--- config.mk ---
export PLATFORM = sky130hd
export DESIGN_NAME = run_controller
export DESIGN_NICKNAME = d
export VERILOG_FILES = /design/src/rtl/run_ctrl_pkg.sv /design/src/rtl/tick_divider.sv /design/src/rtl/run_controller.sv
export SDC_FILE = /design/constraint.sdc
export NUM_CORES = 1
export LEC_CHECK = 0
export ABC_AREA = 0
export CAP_MARGIN = 0
export CORE_AREA = 2 2 77 87
export CTS_CLUSTER_DIAMETER = 60
export CTS_CLUSTER_SIZE = 10
export DETAILED_ROUTE_END_ITERATION = 7
export DIE_AREA = 0 0 79 89
export PLACE_DENSITY_LB_ADDON = 0.15
export SYNTH_ARGS = -nofsm -noshare
export SYNTH_HDL_FRONTEND = slang
export SYNTH_HIERARCHICAL = 1
export SYNTH_SLANG_ARGS = --single-unit
--- constraint.sdc ---
create_clock -name Clock -period 2.69 [get_ports Clock]
set_clock_uncertainty 0.1 [all_clocks]
set_input_delay 0.6725 -clock Clock [delete_from_list [all_inputs] [get_ports Clock]]
set_output_delay 0.6725 -clock Clock [all_outputs]
set_load 0.01 [all_outputs]
--- src/rtl/run_ctrl_pkg.sv ---
`default_nettype none
// ============================================================================
// Package  : run_ctrl_pkg
// Purpose  : Shared state encoding and default widths for run_controller.
// Revision : 1.0
// ============================================================================
package run_ctrl_pkg;

   localparam int c_PC_WIDTH    = 7;
   localparam int c_DIV_WIDTH   = 24;
   localparam int c_COUNT_WIDTH = 16;

   typedef enum logic [1:0] {
      IDLE  = 2'd0,
      STEP  = 2'd1,
      RUN   = 2'd2,
      BREAK = 2'd3
   } run_state_t;

endpackage
`default_nettype wire

--- src/rtl/tick_divider.sv ---
`default_nettype none
// ============================================================================
// Module   : tick_divider
// Purpose  : Run-rate down-counter; clear, reload from divisor, or decrement.
// Revision : 1.0
// ============================================================================
module tick_divider
   import run_ctrl_pkg::*;
#(
   parameter int DIV_WIDTH = c_DIV_WIDTH
) (
   input  logic                 clk,
   input  logic                 rst_n,
   input  logic                 i_clear,
   input  logic                 i_load,
   input  logic                 i_dec,
   input  logic [DIV_WIDTH-1:0] i_divisor,
   output logic                 o_zero
);

   logic [DIV_WIDTH-1:0] r_count;

   always_ff @(posedge clk) begin
      if (!rst_n) begin
         r_count <= '0;
      end else if (i_clear) begin
         r_count <= '0;
      end else if (i_load) begin
         r_count <= i_divisor;
      end else if (i_dec && (r_count != '0)) begin
         r_count <= r_count - DIV_WIDTH'(1);
      end
   end

   assign o_zero = (r_count == '0);

endmodule
`default_nettype wire

--- src/rtl/run_controller.sv ---
`default_nettype none
// ============================================================================
// Module   : run_controller
// Purpose  : Turns step/run/halt commands and a PC breakpoint into a
//            one-cycle processor clock enable (ProcStep).
// Revision : 1.0
// ============================================================================
module run_controller
   import run_ctrl_pkg::*;
#(
   parameter int PC_WIDTH    = c_PC_WIDTH,
   parameter int DIV_WIDTH   = c_DIV_WIDTH,
   parameter int COUNT_WIDTH = c_COUNT_WIDTH
) (
   input  logic                   Clock,
   input  logic                   Reset,
   input  logic                   StepStrobe,
   input  logic                   RunCmd,
   input  logic                   HaltCmd,
   input  logic [DIV_WIDTH-1:0]   Divisor,
   input  logic                   BreakEn,
   input  logic [PC_WIDTH-1:0]    BreakAddr,
   input  logic [PC_WIDTH-1:0]    PC,
   output logic                   ProcStep,
   output logic                   Running,
   output logic                   BreakHit,
   output logic [COUNT_WIDTH-1:0] StepCount
);

   run_state_t             r_state;
   run_state_t             w_next_state;
   logic                   r_skip;
   logic                   w_next_skip;
   logic                   w_pulse;
   logic                   w_div_clear;
   logic                   w_div_load;
   logic                   w_div_dec;
   logic                   w_div_zero;
   logic                   w_break_match;
   logic [COUNT_WIDTH-1:0] r_step_count;

   tick_divider #(
      .DIV_WIDTH (DIV_WIDTH)
   ) u_tick_divider (
      .clk       (Clock),
      .rst_n     (Reset),
      .i_clear   (w_div_clear),
      .i_load    (w_div_load),
      .i_dec     (w_div_dec),
      .i_divisor (Divisor),
      .o_zero    (w_div_zero)
   );

   assign w_break_match = BreakEn && (PC == BreakAddr);

   always_ff @(posedge Clock) begin
      if (!Reset) begin
         r_state <= IDLE;
         r_skip  <= 1'b0;
      end else begin
         r_state <= w_next_state;
         r_skip  <= w_next_skip;
      end
   end

   // Skip lets the first pulse after entering RUN execute past a breakpoint.
   always_comb begin
      w_next_state = r_state;
      w_next_skip  = r_skip;
      w_pulse      = 1'b0;
      w_div_clear  = 1'b0;
      w_div_load   = 1'b0;
      w_div_dec    = 1'b0;
      case (r_state)
         IDLE: begin
            if (RunCmd) begin
               w_next_state = RUN;
               w_next_skip  = 1'b1;
               w_div_clear  = 1'b1;
            end else if (StepStrobe) begin
               w_next_state = STEP;
            end
         end
         STEP: begin
            w_pulse      = 1'b1;
            w_next_state = IDLE;
         end
         RUN: begin
            if (HaltCmd) begin
               w_next_state = IDLE;
            end else if (w_div_zero) begin
               if (w_break_match && !r_skip) begin
                  w_next_state = BREAK;
               end else begin
                  w_pulse     = 1'b1;
                  w_next_skip = 1'b0;
                  w_div_load  = 1'b1;
               end
            end else begin
               w_div_dec = 1'b1;
            end
         end
         BREAK: begin
            if (HaltCmd) begin
               w_next_state = IDLE;
            end else if (RunCmd) begin
               w_next_state = RUN;
               w_next_skip  = 1'b1;
               w_div_clear  = 1'b1;
            end else if (StepStrobe) begin
               w_next_state = STEP;
            end
         end
         default: begin
            w_next_state = IDLE;
         end
      endcase
   end

   always_ff @(posedge Clock) begin
      if (!Reset) begin
         r_step_count <= '0;
      end else if (ProcStep) begin
         r_step_count <= r_step_count + COUNT_WIDTH'(1);
      end
   end

   // A cycle with reset asserted never enables the processor.
   assign ProcStep  = w_pulse && Reset;
   assign Running   = (r_state == RUN);
   assign BreakHit  = (r_state == BREAK);
   assign StepCount = r_step_count;

endmodule
`default_nettype wire

Yosys cells after proc, flatten, opt, wreduce, memory -nomap -nowiden:

Cells that the tools add are included.

* memory bits (read-only): 0
* word-level logic and storage cells: 56
* register bits after elaboration: 43
* memories kept: 0
* bits in latches: 0
* bits in writable memories: 0
* bits of input ports: 44
* output and inout port bits: 19

* order comparisons: 0
* multiplexer cells: 26
* reduce and logical (&&, ||, !) cells: 13
* div/mod/pow operators: 0
* multiply operators: 0
* eq/ne operators: 10
* bitwise gates (word level): 1
* add/sub/neg operators: 2
* shift operators: 0

Operators with widths (number)
* 2-to-1 mux 24 bit: 2
* logical NOT 24 bit: 1
* nonzero test 24 bit: 1
* subtractor 24 x 1 -> 24 bit, second input constant: 1
* adder 16 x 1 -> 16 bit, second input constant: 1
* 2-to-1 mux 1 bit: 14
* 2-to-1 mux 2 bit: 6
* case mux 2 bit (4 select lines): 1
* == test 7 bit: 1
* inequality test 2 bit, second input constant: 3
* inequality test 3 x 2 -> 1 bit, second input constant: 2
* AND reduction 5 bit: 1
* == test 2 bit, second input constant: 2
* logical AND 1 bit: 4
* case mux 1 bit (2 select lines): 2
* case mux 1 bit (3 select lines): 1
* nonzero test 3 bit: 1
* == test 2 x 1 -> 1 bit, second input constant: 1
* logical NOT 2 bit: 1
* inequality test 2 x 1 -> 1 bit, second input constant: 1
* AND reduction 2 bit: 1
* nonzero test 2 bit: 1
* OR reduction 2 bit: 1
* logical NOT 1 bit: 1
* NOT 1 bit: 1

Depth between registers and ports, before layout:

* word-level depth: 8
* gate-level depth with buffers: 12
* mapped depth without buffers: 11

Modules after synthesis:

The synthesis kept the hierarchy.

By module, submodules not included
* tick_divider: area each 1423.9 um^2, instances 1, cells an instance 176
* run_controller: area each 1337.5 um^2, instances 1, cells an instance 159

Least setup slack after synthesis:

OpenSTA, ideal clock, no wires.

* path kind: register to output
* start point: register u_tick_divider.r_count[4]
* end point: output port ProcStep
* cell stages (with the launch flop): 7
* setup slack: -0.137 ns
* required time: 1.918 ns
* data arrival time: 2.055 ns
* cell sequence: dfxtp_1 nor4_1 nand4_1 nor2_1 and4b_1 o21ai_1 a21oi_1

* word-level cells in the longest chain between the ends: 5

Ends and longest elaborated chain
* start: declaration: RTL line tick_divider.sv:21 `logic [DIV_WIDTH-1:0] r_count;`
* start signal: assignment: RTL line tick_divider.sv:29 `r_count <= i_divisor;`
* start signal: assignment: RTL line tick_divider.sv:31 `r_count <= r_count - DIV_WIDTH'(1);`
* logical NOT 24 bit: RTL line tick_divider.sv:35 `assign o_zero = (r_count == '0);`
* net w_div_zero: RTL line run_controller.sv:38 `logic w_div_zero;`
* 2-to-1 mux 1 bit: RTL line run_controller.sv:91 `end else if (w_div_zero) begin`
* 2-to-1 mux 1 bit: RTL line run_controller.sv:89 `if (HaltCmd) begin`
* case mux 1 bit (2 select lines): RTL line run_controller.sv:74 `case (r_state)`
* logical AND 1 bit: RTL line run_controller.sv:129 `assign ProcStep = w_pulse && Reset;`
* end: declaration: RTL line run_controller.sv:24 `output logic ProcStep,`

The timed path passes the listed nets, and every way through them passes these cells.

Final worst setup path:

* start point: register u_tick_divider.r_count[13]
* end point: output port ProcStep

Same word-level chain as after synthesis.

==> flow_summary.toml <==
[pwr]
p_sw_share_pct = 41.93
clockPowerShare_pct = 12.1
p_per_area_nw_per_um2 = 1048
cellLeakagePower_nw = 1.587
power_frac_comb_pct = 67.2
p_sw_w = 0.001801
peakVddDrop_v = 0.0007468
p_int_w = 0.002495
seqPwrFrac_pct = 20.7

[worst_hold_path]
min_from = "r_skip"
hold_class = "flop to flop"
hold-path-endpoint = "r_skip"
whs_path_depth = 2

[floorplan]
die_y_um = 89
start_util_pct = 45.41
fp-row-count = 30
io_pins = 63
dieArea_um2 = 7031
die_w_um = 79
coreArea_um2 = 6081

[yosys]
yosys_warnings = 6
synth_nets = 388
syn_inst = 335
avgSynthCellArea_um2 = 8.243
synth.most_common_cell = "dfxtp_1"
synth-seq-cells = 43
ys_top_cells_by_area = "dfxtp_1 31%, o21ai_0 4.9%, mux2i_1 4.7%"
yosysUniqueCellTypes = 49
post-synth-top-area-fraction_pct = 31.17
yosysTopAreaCell = "dfxtp_1"
synth_flop_cell = "dfxtp_1"
async_flop_share_pct = 0
netlist_area_um2 = 2761
synth_edf_count = 0
synth_common_cells = "43 x dfxtp_1, 27 x o21ai_0, 23 x nand2_1"
ys_seq_area_share_pct = 31.17

[global_routing]
grt_first_pass_wirelength_mm = 12.70
antenna_found_initial = 0
grt_usage_pct = 22.54
grt_start_max_net_pins = 30
gr-total-overflow = 0
grt_pass1_vias = 2842

[critical_path]
startpoint_type = "flop"
cp_max_fo = 3
crit_arrival_ns = 1.99
max_stage_delay_ns = 0.34
rr_endpoint = "u_tick_divider/r_count[13]"
required_ns = 1.92
cp.buffers_inverters = 2
reg2reg_slack_ns = 0.09
r2r-start = "u_tick_divider/r_count[4]"
end_kind = "primary output"
crit_chain = "nor4_2 -> buf_4 -> nand4_1 -> nor2_2 -> and4b_1 -> o21ai_2 -> a21oi_1 -> buf_2"
worstRegToRegCells = 6
critical_path_class = "flop to primary output"
slowest_stage = "dfxtp_2"
cp_top_family = "simple AND/OR/NAND/NOR gates"

[timing]
slew_headroom_pct = 69.96
grt_setup_unrepaired = "true"
setup_slack_ns = -0.07418
period_minus_slack_ns = 2.764
tightestPinTransition_ns = 0.4492
whs_ns = 0.3939
finalCritPeriodShare_pct = 102.8
hold_viol = 0
setup_violations = 1
clock.fmax_ghz = 0.3618
drv_slew = 0

[placement]
dp_hpwl_mm = 5.661
gp_congestion = 0.8315
port_buffers = 62
pre_cts_ws_ns = -0.2947

[finish]
n_antenna_cell = 0
fin_nets = 509
syn_to_final_growth_pct = 48.39
seqCellArea_um2 = 864.6
fill_cells = 528
multi_input_area_um2 = 1856
drive_above_1_share_pct = 21.66

[route]
wl_mm = 7.613
via_per_inst = 5.508
avgRoutedWirePerCell_um = 14.18
dr.pass1.iters = 4
vias = 2958
antenna_left = 0
post-route-drc-count = 0
drtIter0Drc = 90

[clock_network]
tritoncts = "built"
numClockSinks = 43
htree_levels = 2
cts_buffer_depth = 2
cts_buffers = 5
cts-root-buf = "clkbuf_8"
clock_latency_ns = 0.30
path_clk_slew_ns = 0.09

[run_status]
status = "finished with violations"
violations = "setup timing"

[run]
maxCapViolCount = 0
==> registers in the layout (all words and copies together) (netlist names) <==
| register | count |
|---|---|
| u_tick_divider/r_count | 24 |
| StepCount | 16 |
| r_state | 2 |
| r_skip | 1 |
==> worst max path at each step <==
stage                          startpoint       end  slack (ns)  cells past startpoint
6_report       u_tick_divider/r_count[13]  ProcStep       -0.07                      8
5_1_grt        u_tick_divider/r_count[13]  ProcStep       -0.20                      8
3_5_place_dp                 BreakAddr[0]  ProcStep       -0.29                      6
3_3_place_gp                      HaltCmd  ProcStep       -0.26                      5
4_1_cts         u_tick_divider/r_count[7]  ProcStep       -0.08                      7
2_1_floorplan   u_tick_divider/r_count[4]  ProcStep        0.03                      6
==> worst register-to-register path: stages (launching register included) <==
cell and delay, ns:
dfxtp_1 0.34, buf_4 0.16, or4_4 0.55, or4_4 0.45, or4_1 0.43, or3_1 0.33, a31oi_1 0.16
==> power by group through the flow <==
stage	clock network (W)	registers [W]	logic, W
after floorplan	0	0.000908	0.00138
after global placement	0	0.000883	0.00246
after detailed placement	0	0.000884	0.00252
after CTS	0.000534	0.000878	0.00278
after global routing	0.000562	0.000909	0.00316
final	0.000520	0.000891	0.00288
==> cells by family (layout without fill, tap and decap cells) <==
group | after synthesis | in the layout | share of synthesized area (%)
AOI/OAI and AO/OA | 98 | 98 | 23.38
xor gates and xnor gates | 15 | 15 | 4.758
adders and majority gates | 9 | 9 | 4.078
buffers and inverters | 26 | 148 | 3.534
DFF | 43 | 43 | 31.17
muxes | 13 | 13 | 4.712
and+or+nand+nor | 131 | 131 | 28.36
==> per-stage QoR <==
step | util [%] | instance area (um^2) | cells | setup TNS [ns] | total power [W]
5_1_grt | 67.39 | 4098 | 537 | -0.1953 | 0.004635
2_1_floorplan | - | 2774 | 335 | 0 | 0.002290
3_3_place_gp | 63.91 | 3886 | 521 | -1.276 | 0.003343
3_5_place_dp | 63.91 | 3886 | 521 | -1.643 | 0.003407
6_report | 67.39 | 4098 | 537 | -0.07418 | 0.004296
4_1_cts | 66.79 | 4061 | 535 | -0.07584 | 0.004193
==> what timing repair did <==
item / 4_1_cts / 5_1_grt
setup buffers: 6 / 2
pin swaps: 5 / 5
endpoints found under the setup margin: 1 / 2
resized for setup: 10 / 6
hold buffers: 0 / 0
==> area by class of cell <==
class	count	share of cell area [%]
Multi-Input combinational cell	266	45.28
Timing Repair Buffer	127	27.24
Sequential cell	43	21.10
Tap cell	80	2.443
Clock buffer	5	1.679
Inverter	13	1.191
Clock inverter	3	1.069
==> placed cells by master (no fill, tap or decap), types with 13 or more instances in the layout <==
cell             netlist  final
o21ai_0               27     27
mux2i_1               13     13
a21oi_1               19     18
dfxtp_1               43     40
nand2b_1              17     17
nor2_1                16     15
clkdlybuf4s50_1        0     61
buf_4                  0     64
a211oi_1              13     13
nand2_1               23     23
==> per-layer routing <==
layer	track usage (%)	up-vias	wire length [um]
li1	-	1505	-
met1	25.78	1369	3197
met2	43.14	72	3974
met3	3.838	12	311
met4	6.426	0	130
met5	0	-	0
(Power assumes the default switching activity.)
